### src/rtl/mpe_operand_feeder.sv
// Streams cmd_len operand beats from SRAM (base, base+1, ...) into a small FIFO
// and on to the matrix PE over a valid/ready interface, with a done pulse per burst.
module mpe_operand_feeder #(
    parameter int DATA_W     = 512,
    parameter int ADDR_W     = 12,
    parameter int LEN_W      = 8,
    parameter int FIFO_DEPTH = 4
) (
    input  logic              clk,
    input  logic              rst,
    input  logic              cmd_valid,
    output logic              cmd_ready,
    input  logic [ADDR_W-1:0] cmd_base_addr,
    input  logic [LEN_W-1:0]  cmd_len,
    output logic              sram_rd_en,
    output logic [ADDR_W-1:0] sram_rd_addr,
    input  logic [DATA_W-1:0] sram_rd_data,
    output logic [DATA_W-1:0] mpe_data,
    output logic              mpe_valid,
    input  logic              mpe_ready,
    output logic              mpe_last,
    output logic              done,
    output logic [1:0]        dbg_state
);

    // Handshakes: a transfer happens on a rising edge where valid && ready;
    // valid never waits on ready, and data/last hold while valid && !ready.

    localparam int CNT_W = $clog2(FIFO_DEPTH + 1);
    localparam int PTR_W = (FIFO_DEPTH > 1) ? $clog2(FIFO_DEPTH) : 1;

    typedef enum logic [1:0] {
        IDLE  = 2'd0,
        RUN   = 2'd1,
        DRAIN = 2'd2
    } state_t;

    state_t            state;
    logic [ADDR_W-1:0] base_q;
    logic [ADDR_W-1:0] rd_addr_q;
    logic [LEN_W-1:0]  len_q;
    logic [LEN_W-1:0]  issued_cnt;
    logic [LEN_W-1:0]  out_cnt;
    logic              rd_en_r;
    logic              rd_en_q;
    logic              done_r;

    logic [DATA_W-1:0] fifo_mem [FIFO_DEPTH];
    logic [PTR_W-1:0]  wr_ptr;
    logic [PTR_W-1:0]  rd_ptr;
    logic [CNT_W-1:0]  fifo_count;

    logic              accept;
    logic              push;
    logic              pop;
    logic              last_issue;
    logic              room_nxt;
    logic [LEN_W-1:0]  issued_nxt;
    logic [CNT_W-1:0]  count_nxt;

    function automatic logic [PTR_W-1:0] ptr_inc(input logic [PTR_W-1:0] p);
        return (p == PTR_W'(FIFO_DEPTH - 1)) ? '0 : p + 1'b1;
    endfunction

    // Outputs are masked by rst so they read idle for every cycle reset is high.
    assign cmd_ready    = (state == IDLE) && !rst;
    assign accept       = cmd_valid && cmd_ready;
    assign sram_rd_en   = rd_en_r && !rst;
    assign sram_rd_addr = rd_addr_q;
    assign mpe_valid    = (fifo_count != '0) && !rst;
    assign mpe_data     = mpe_valid ? fifo_mem[rd_ptr] : '0;
    assign mpe_last     = mpe_valid && (out_cnt == len_q - LEN_W'(1));
    assign done         = done_r && !rst;
    assign dbg_state    = state;

    assign push       = rd_en_q;
    assign pop        = mpe_valid && mpe_ready;
    assign issued_nxt = issued_cnt + LEN_W'(sram_rd_en);
    assign last_issue = sram_rd_en && (issued_nxt == len_q);
    assign count_nxt  = fifo_count + CNT_W'(push) - CNT_W'(pop);

    // Next cycle may issue only if the entries held plus the read still in flight
    // leave a free slot for the new read's data.
    assign room_nxt = ({1'b0, count_nxt} + (CNT_W + 1)'(sram_rd_en))
                      < (CNT_W + 1)'(FIFO_DEPTH);

    always_ff @(posedge clk) begin
        if (rst) begin
            state      <= IDLE;
            base_q     <= '0;
            len_q      <= '0;
            issued_cnt <= '0;
            out_cnt    <= '0;
            rd_en_r    <= 1'b0;
            rd_addr_q  <= '0;
            done_r     <= 1'b0;
        end else begin
            done_r <= 1'b0;
            if (pop) begin
                out_cnt <= out_cnt + 1'b1;
            end
            case (state)
                IDLE: begin
                    if (accept) begin
                        if (cmd_len != '0) begin
                            state      <= RUN;
                            base_q     <= cmd_base_addr;
                            len_q      <= cmd_len;
                            issued_cnt <= '0;
                            out_cnt    <= '0;
                            rd_en_r    <= 1'b1;
                            rd_addr_q  <= cmd_base_addr;
                        end else begin
                            done_r <= 1'b1;
                        end
                    end
                end
                RUN: begin
                    issued_cnt <= issued_nxt;
                    rd_addr_q  <= base_q + ADDR_W'(issued_nxt);
                    if (last_issue) begin
                        state   <= DRAIN;
                        rd_en_r <= 1'b0;
                    end else begin
                        rd_en_r <= room_nxt;
                    end
                end
                DRAIN: begin
                    if (pop && mpe_last) begin
                        state  <= IDLE;
                        done_r <= 1'b1;
                    end
                end
                default: state <= IDLE;
            endcase
        end
    end

    // rd_en_q marks that sram_rd_data carries a requested word this cycle.
    always_ff @(posedge clk) begin
        if (rst) begin
            rd_en_q    <= 1'b0;
            wr_ptr     <= '0;
            rd_ptr     <= '0;
            fifo_count <= '0;
        end else begin
            rd_en_q    <= sram_rd_en;
            fifo_count <= count_nxt;
            if (push) begin
                wr_ptr <= ptr_inc(wr_ptr);
            end
            if (pop) begin
                rd_ptr <= ptr_inc(rd_ptr);
            end
        end
    end

    always_ff @(posedge clk) begin
        if (push && !rst) begin
            fifo_mem[wr_ptr] <= sram_rd_data;
        end
    end

endmodule

### config.mk
export PLATFORM = sky130hd
export DESIGN_NAME = mpe_operand_feeder
export DESIGN_NICKNAME = d
export VERILOG_FILES = /design/src/rtl/mpe_operand_feeder.sv
export SDC_FILE = /design/constraint.sdc
export NUM_CORES = 2
export LEC_CHECK = 0
export CORE_AREA = 2 2 413 415
export CTS_BUF_LIST = sky130_fd_sc_hd__clkbuf_2 sky130_fd_sc_hd__clkbuf_4 sky130_fd_sc_hd__clkbuf_8
export CTS_CLUSTER_DIAMETER = 120
export DETAILED_ROUTE_END_ITERATION = 7
export DIE_AREA = 0 0 415 417
export GPL_TIMING_DRIVEN = 1
export PLACE_DENSITY = 0.81
export SLEW_MARGIN = 20
export SYNTH_ARGS = -nofsm -noshare
export SYNTH_HDL_FRONTEND = slang
export SYNTH_SLANG_ARGS = --single-unit
### constraint.sdc
create_clock -name clk -period 24.6 [get_ports clk]
set_input_delay 3.69 -clock clk [delete_from_list [all_inputs] [get_ports clk]]
set_output_delay 3.69 -clock clk [all_outputs]
set_load 0.02 [all_outputs]
# Yosys cells after proc, flatten, opt, wreduce, memory -nomap -nowiden
# Memory sizes are Yosys's and may differ from the RTL's. A register that Yosys moved wholly into a read port is not among the register bits.
# Index checks and enable logic that the tools add are counted.
[totals]
ff_bits = 60
ram_bits = 2048
out_inout_bits = 531
mem_count = 1
[mem_list]
columns = ["name", "depth", "width", "read_ports", "rd_clocked_by_memory_dff", "wr", "line", "text"]
rows = [
  ["fifo_mem", 4, 512, 1, 1, 1, "48", "logic [DATA_W-1:0] fifo_mem [FIFO_DEPTH];"],
]
[op_classes]
addsub = 9
order_cmp = 1
eq_ne = 10
muxes = 30
reduce_logical = 18
[op_table]
columns = ["cell", "n"]
rows = [
  ["$mux W512", 1],
  ["$mux W8", 6],
  ["$mux W12", 2],
  ["$pmux W12 S2", 1],
  ["$eq A8 B8 Y1", 2],
  ["$mux W2", 8],
  ["$pmux W8 S2", 1],
  ["$add A12 B8 Y12", 1],
  ["$logic_and A1 B1 Y1", 10],
  ["$add A8 B1 Y8", 1],
  ["$add A8 B1 Y8 const B", 1],
  ["$mux W1", 8],
  ["$reduce_bool A8 Y1", 1],
  ["$sub A8 B1 Y8 const B", 1],
  ["$eq A2 B2 Y1 const B", 3],
  ["$ne A2 B2 Y1 const B", 3],
  ["$pmux W2 S3", 1],
  ["$reduce_and A3 Y1", 2],
  ["$add A2 B1 Y2 const B", 2],
  ["$add A3 B1 Y4", 1],
  ["$lt A4 B3 Y1 const B", 1],
  ["$pmux W1 S2", 2],
  ["$reduce_and A4 Y1", 1],
  ["$add A3 B1 Y3", 1],
  ["7 further kinds", 7],
]

# Longest topological paths before layout
[logic_depth]
word_depth = 8
mapped_depth = 13

# Least setup slack after synthesis
# OpenSTA, ideal clock, no wires.
[synth_path]
path_kind = "input -> register"
startpoint = "in rst"
endpoint = "mem fifo_mem[0][0], enable pin"
t_arrival_ns = 15.805
required_ns = 23.653
path_slack_ns = 7.849
stages = 3
path_buffers = 1
path_cell_list = "inv_1 clkbuf_1 and3_1"
[synth_between]
elab_chain_len = 4
[synth_rtl]
columns = ["element", "line", "text"]
rows = [
  ["from (decl)", "10", "input logic rst,"],
  ["$logic_not A1 Y1", "159", "if (push && !rst) begin"],
  ["$logic_and A1 B1 Y1", "159", ""],
  ["$mux W1", "159", ""],
  ["$mux W1 (not written as such)", "160", "fifo_mem[wr_ptr] <= sram_rd_data;"],
  ["to (decl)", "48", ""],
]
# No other way between the ends.

# Worst setup path in the final report
[layout_path]
startpoint = "in rst"
endpoint = "out mpe_data[228]"
[layout_between]
elab_chain_len = 3
[layout_rtl]
columns = ["element", "line", "text"]
rows = [
  ["$logic_not A1 Y1", "70", "assign mpe_valid = (fifo_count != '0) && !rst;"],
  ["$logic_and A1 B1 Y1", "70", ""],
  ["$mux W512", "71", "assign mpe_data = mpe_valid ? fifo_mem[rd_ptr] : '0;"],
  ["to (decl)", "18", "output logic [DATA_W-1:0] mpe_data,"],
]
# No other way between the ends.

==> impl_metrics.ini <==
[outcome]
run_status = complete, no violations

[cells_and_area]
multi_input_area_mm2 = 0.0170
num-nets-final = 5517
stdcell_area_mm2 = 0.100
drive_above_1_share = 0.209
n_fill_cell = 11599
regArea_mm2 = 0.0627
area_delta_synth_final_pct = 24.0

[sta]
skew_ps = 79.8
tns_ps = 0
period_share = 0.445
relSlewSlack = 0.210
holdWs_ps = 454
max_freq_mhz = 91.4
setup_viol = 0
fin_crit_ps = 10940
worst_slew_pin_slew_ps = 1190
hold_viol = 0
drv_slew = 0
rsz0062_at_grt = false

[routing]
ant_nets = 0
detail_route.wl_per_cell_um = 26.6
routed_wl_mm = 200
post-route-drc-count = 0
vias = 43014
drt-initial-drc-count = 3879
vias_per_cell = 5.73
drt_first_pass_iters = 5

[floorplanning]
start_util = 0.480
boundaryPins = 1067
die_h_um = 417
die_w_um = 415
coreArea_mm2 = 0.169
num_rows = 151
dieArea_mm2 = 0.173

[logic_synthesis]
synthTopCellsByArea = edfxtp_1, mux4_2, and3_1
ys_seq_area_frac = 0.776
netlist.area_leader.share = 0.761
synth_commonest_cells = edfxtp_1, and3_1, mux4_2
ys_seq_elements = 2110
synth_fp_nets = 4312
ys.flop_type = edfxtp_1
async_flop_share = 0
yosysTopAreaCell = edfxtp_1
synth_area_mm2 = 0.0809
synthesis.yosys.warnings = 0
yosysUniqueCellTypes = 69
netlist_instances = 3756
synth_edf_count = 2048
syn_avg_cell_area_um2 = 21.5
synth.most_common_cell = edfxtp_1

[global_routing]
grt_pass1_vias = 43476
grt_max_degree = 249
overflow = 0
grt_pass1_wl_mm = 284
grt_usage = 0.224
grt_antenna_before_repair = 82

[worst_hold_path]
hold_path_depth = 2
hold_class = reg -> reg

[pwr]
power_leakage_uw = 0.0330
ir_worst_vdd_mv = 0.0807
power_density_mw_per_mm2 = 90.3

[clock_network]
clk_path_buf_depth = 4
cts_resized = 0
ctsHoldBuffers = 0
cts-buffers-inserted = 344
cts.clk_slew.worst_paths_ps = 60
clock-root-buffer = clkbuf_8
htree_levels = 5
cts_setup_buffers = 0
worstSkewPairLatency_ps = 1040
tritoncts = yes
cts.sinks = 2110

[critical_path]
required_ps = 20910
cp_num_cells = 8
critPathLaunchType = input port
end_kind = primary output
cp_common_cell = buf_4
crit_type = in -> out
critPathSlowestCell = buf_4
worst-path-buf-inv = 7
critPathMaxStageDelay_ps = 810
reg2regPathDepth = 7
critical_path_peak_fanout = 195
path_cells = buf_2 > buf_4 > inv_8 > buf_12 > buf_16 > buf_4 > and3_1 > clkdlybuf4s50_1
cp.arrival_ps = 7250
path_delay_family = buffers and inverters

[placed_design]
post_dp_cell_area_mm2 = 0.0937
io_buffers = 1066
hpwl_mm = 126
place.gp.congestion = 0.849

[job]
max_cap_viol_count = 0
-- placed cells by master, fill, tap and decap left out, types with 4 or more instances in the layout --
cell type | Yosys | layout
and3_4 | 0 | 4
bufinv_16 | 0 | 4
diode_2 | 0 | 87
edfxtp_1 | 2048 | 2048
xnor2_1 | 20 | 20
a31oi_1 | 5 | 5
inv_1 | 16 | 15
ha_1 | 18 | 18
nor2b_1 | 6 | 6
clkbuf_4 | 1 | 103
nor3_1 | 13 | 13
a21o_1 | 4 | 4
a21oi_1 | 44 | 44
buf_12 | 0 | 8
nand2_1 | 70 | 70
and3_1 | 522 | 518
clkinv_2 | 0 | 29
nand3_1 | 11 | 11
clkinv_1 | 0 | 84
clkdlybuf4s50_1 | 0 | 1065
o21ai_0 | 15 | 15
clkinvlp_4 | 0 | 10
dfxtp_1 | 62 | 60
clkbuf_8 | 3 | 351
mux4_2 | 512 | 512
buf_4 | 1 | 44
nor2_1 | 38 | 38
xor2_1 | 18 | 18
-- flip-flops by register name, indices dropped and copies added, names as in the netlist, named ones only --
register	cells
rd_en_r	1
sram_rd_addr	12
dbg_state	2
rd_ptr	2
fifo_mem	2048
wr_ptr	2
done_r	1
issued_cnt	8
fifo_count	3
base_q	12
push	1
out_cnt	8
len_q	8
-- final timing paths --
check,from,to,slack (ps)
setup / recovery,rst,mpe_data[228],13660
hold / removal,base_q[5],base_q[5],450
setup reg to reg,wr_ptr[1],fifo_mem[0][375],19330
hold reg to reg,base_q[5],base_q[5],450
-- tightest hold or removal path: stages, from the launching register on --
cell	delay, ps
dfxtp_1	320
nand2_1	50
nand2_1	40
-- cell families (layout without fill, tap and decap cells) --
kind of cell	count (synthesis)	count (layout)	share of synthesized area
flip-flops	2110	2110	0.776
AND/OR/NAND/NOR	692	692	0.0508
XOR/XNOR	38	38	0.00412
AO/OA/AOI/OAI	107	107	0.00856
adder cells (fa/ha/maj)	20	20	0.00328
multiplexers	513	513	0.143
buffers and inverters	276	1718	0.0145
other	0	87	0
-- layer usage --
metal	up-vias	share of wire	track usage
met2	2200	0.50	0.355
met4	36	0.054	0.145
met5	-	0.0012	0
met1	22090	0.35	0.267
met3	497	0.090	0.0693
li1	18191	-	-
-- area by class of cell --
class,instances,share of cell area
Multi-Input combinational cell,1370,0.169
Inverter,16,0.000674
Tap cell,2218,0.0277
Clock buffer,454,0.0559
Timing Repair Buffer,1119,0.112
Sequential cell,2110,0.626
Clock inverter,129,0.00674
Antenna cell,87,0.00217
-- where the power goes --
part | total, uW | internal, uW | switching [uW]
clock | 2820 | 1510 | 1310
sequential | 4080 | 4030 | 46.4
combinational | 2150 | 999 | 1150
total | 9050 | 6540 | 2500
-- metrics by stage --
stage               power (uW)  std cells  setup WS (ps)   util
CTS                       9130       7415          13550  0.593
global route              9370       7489          13350  0.595
floorplan                 5460       3756           7850      -
detailed placement        6310       6832          13580  0.556
global placement          6280       6832          13760  0.556
finish                    9050       7503          13660  0.595
Note: power is estimated with default switching activity, not from simulation.
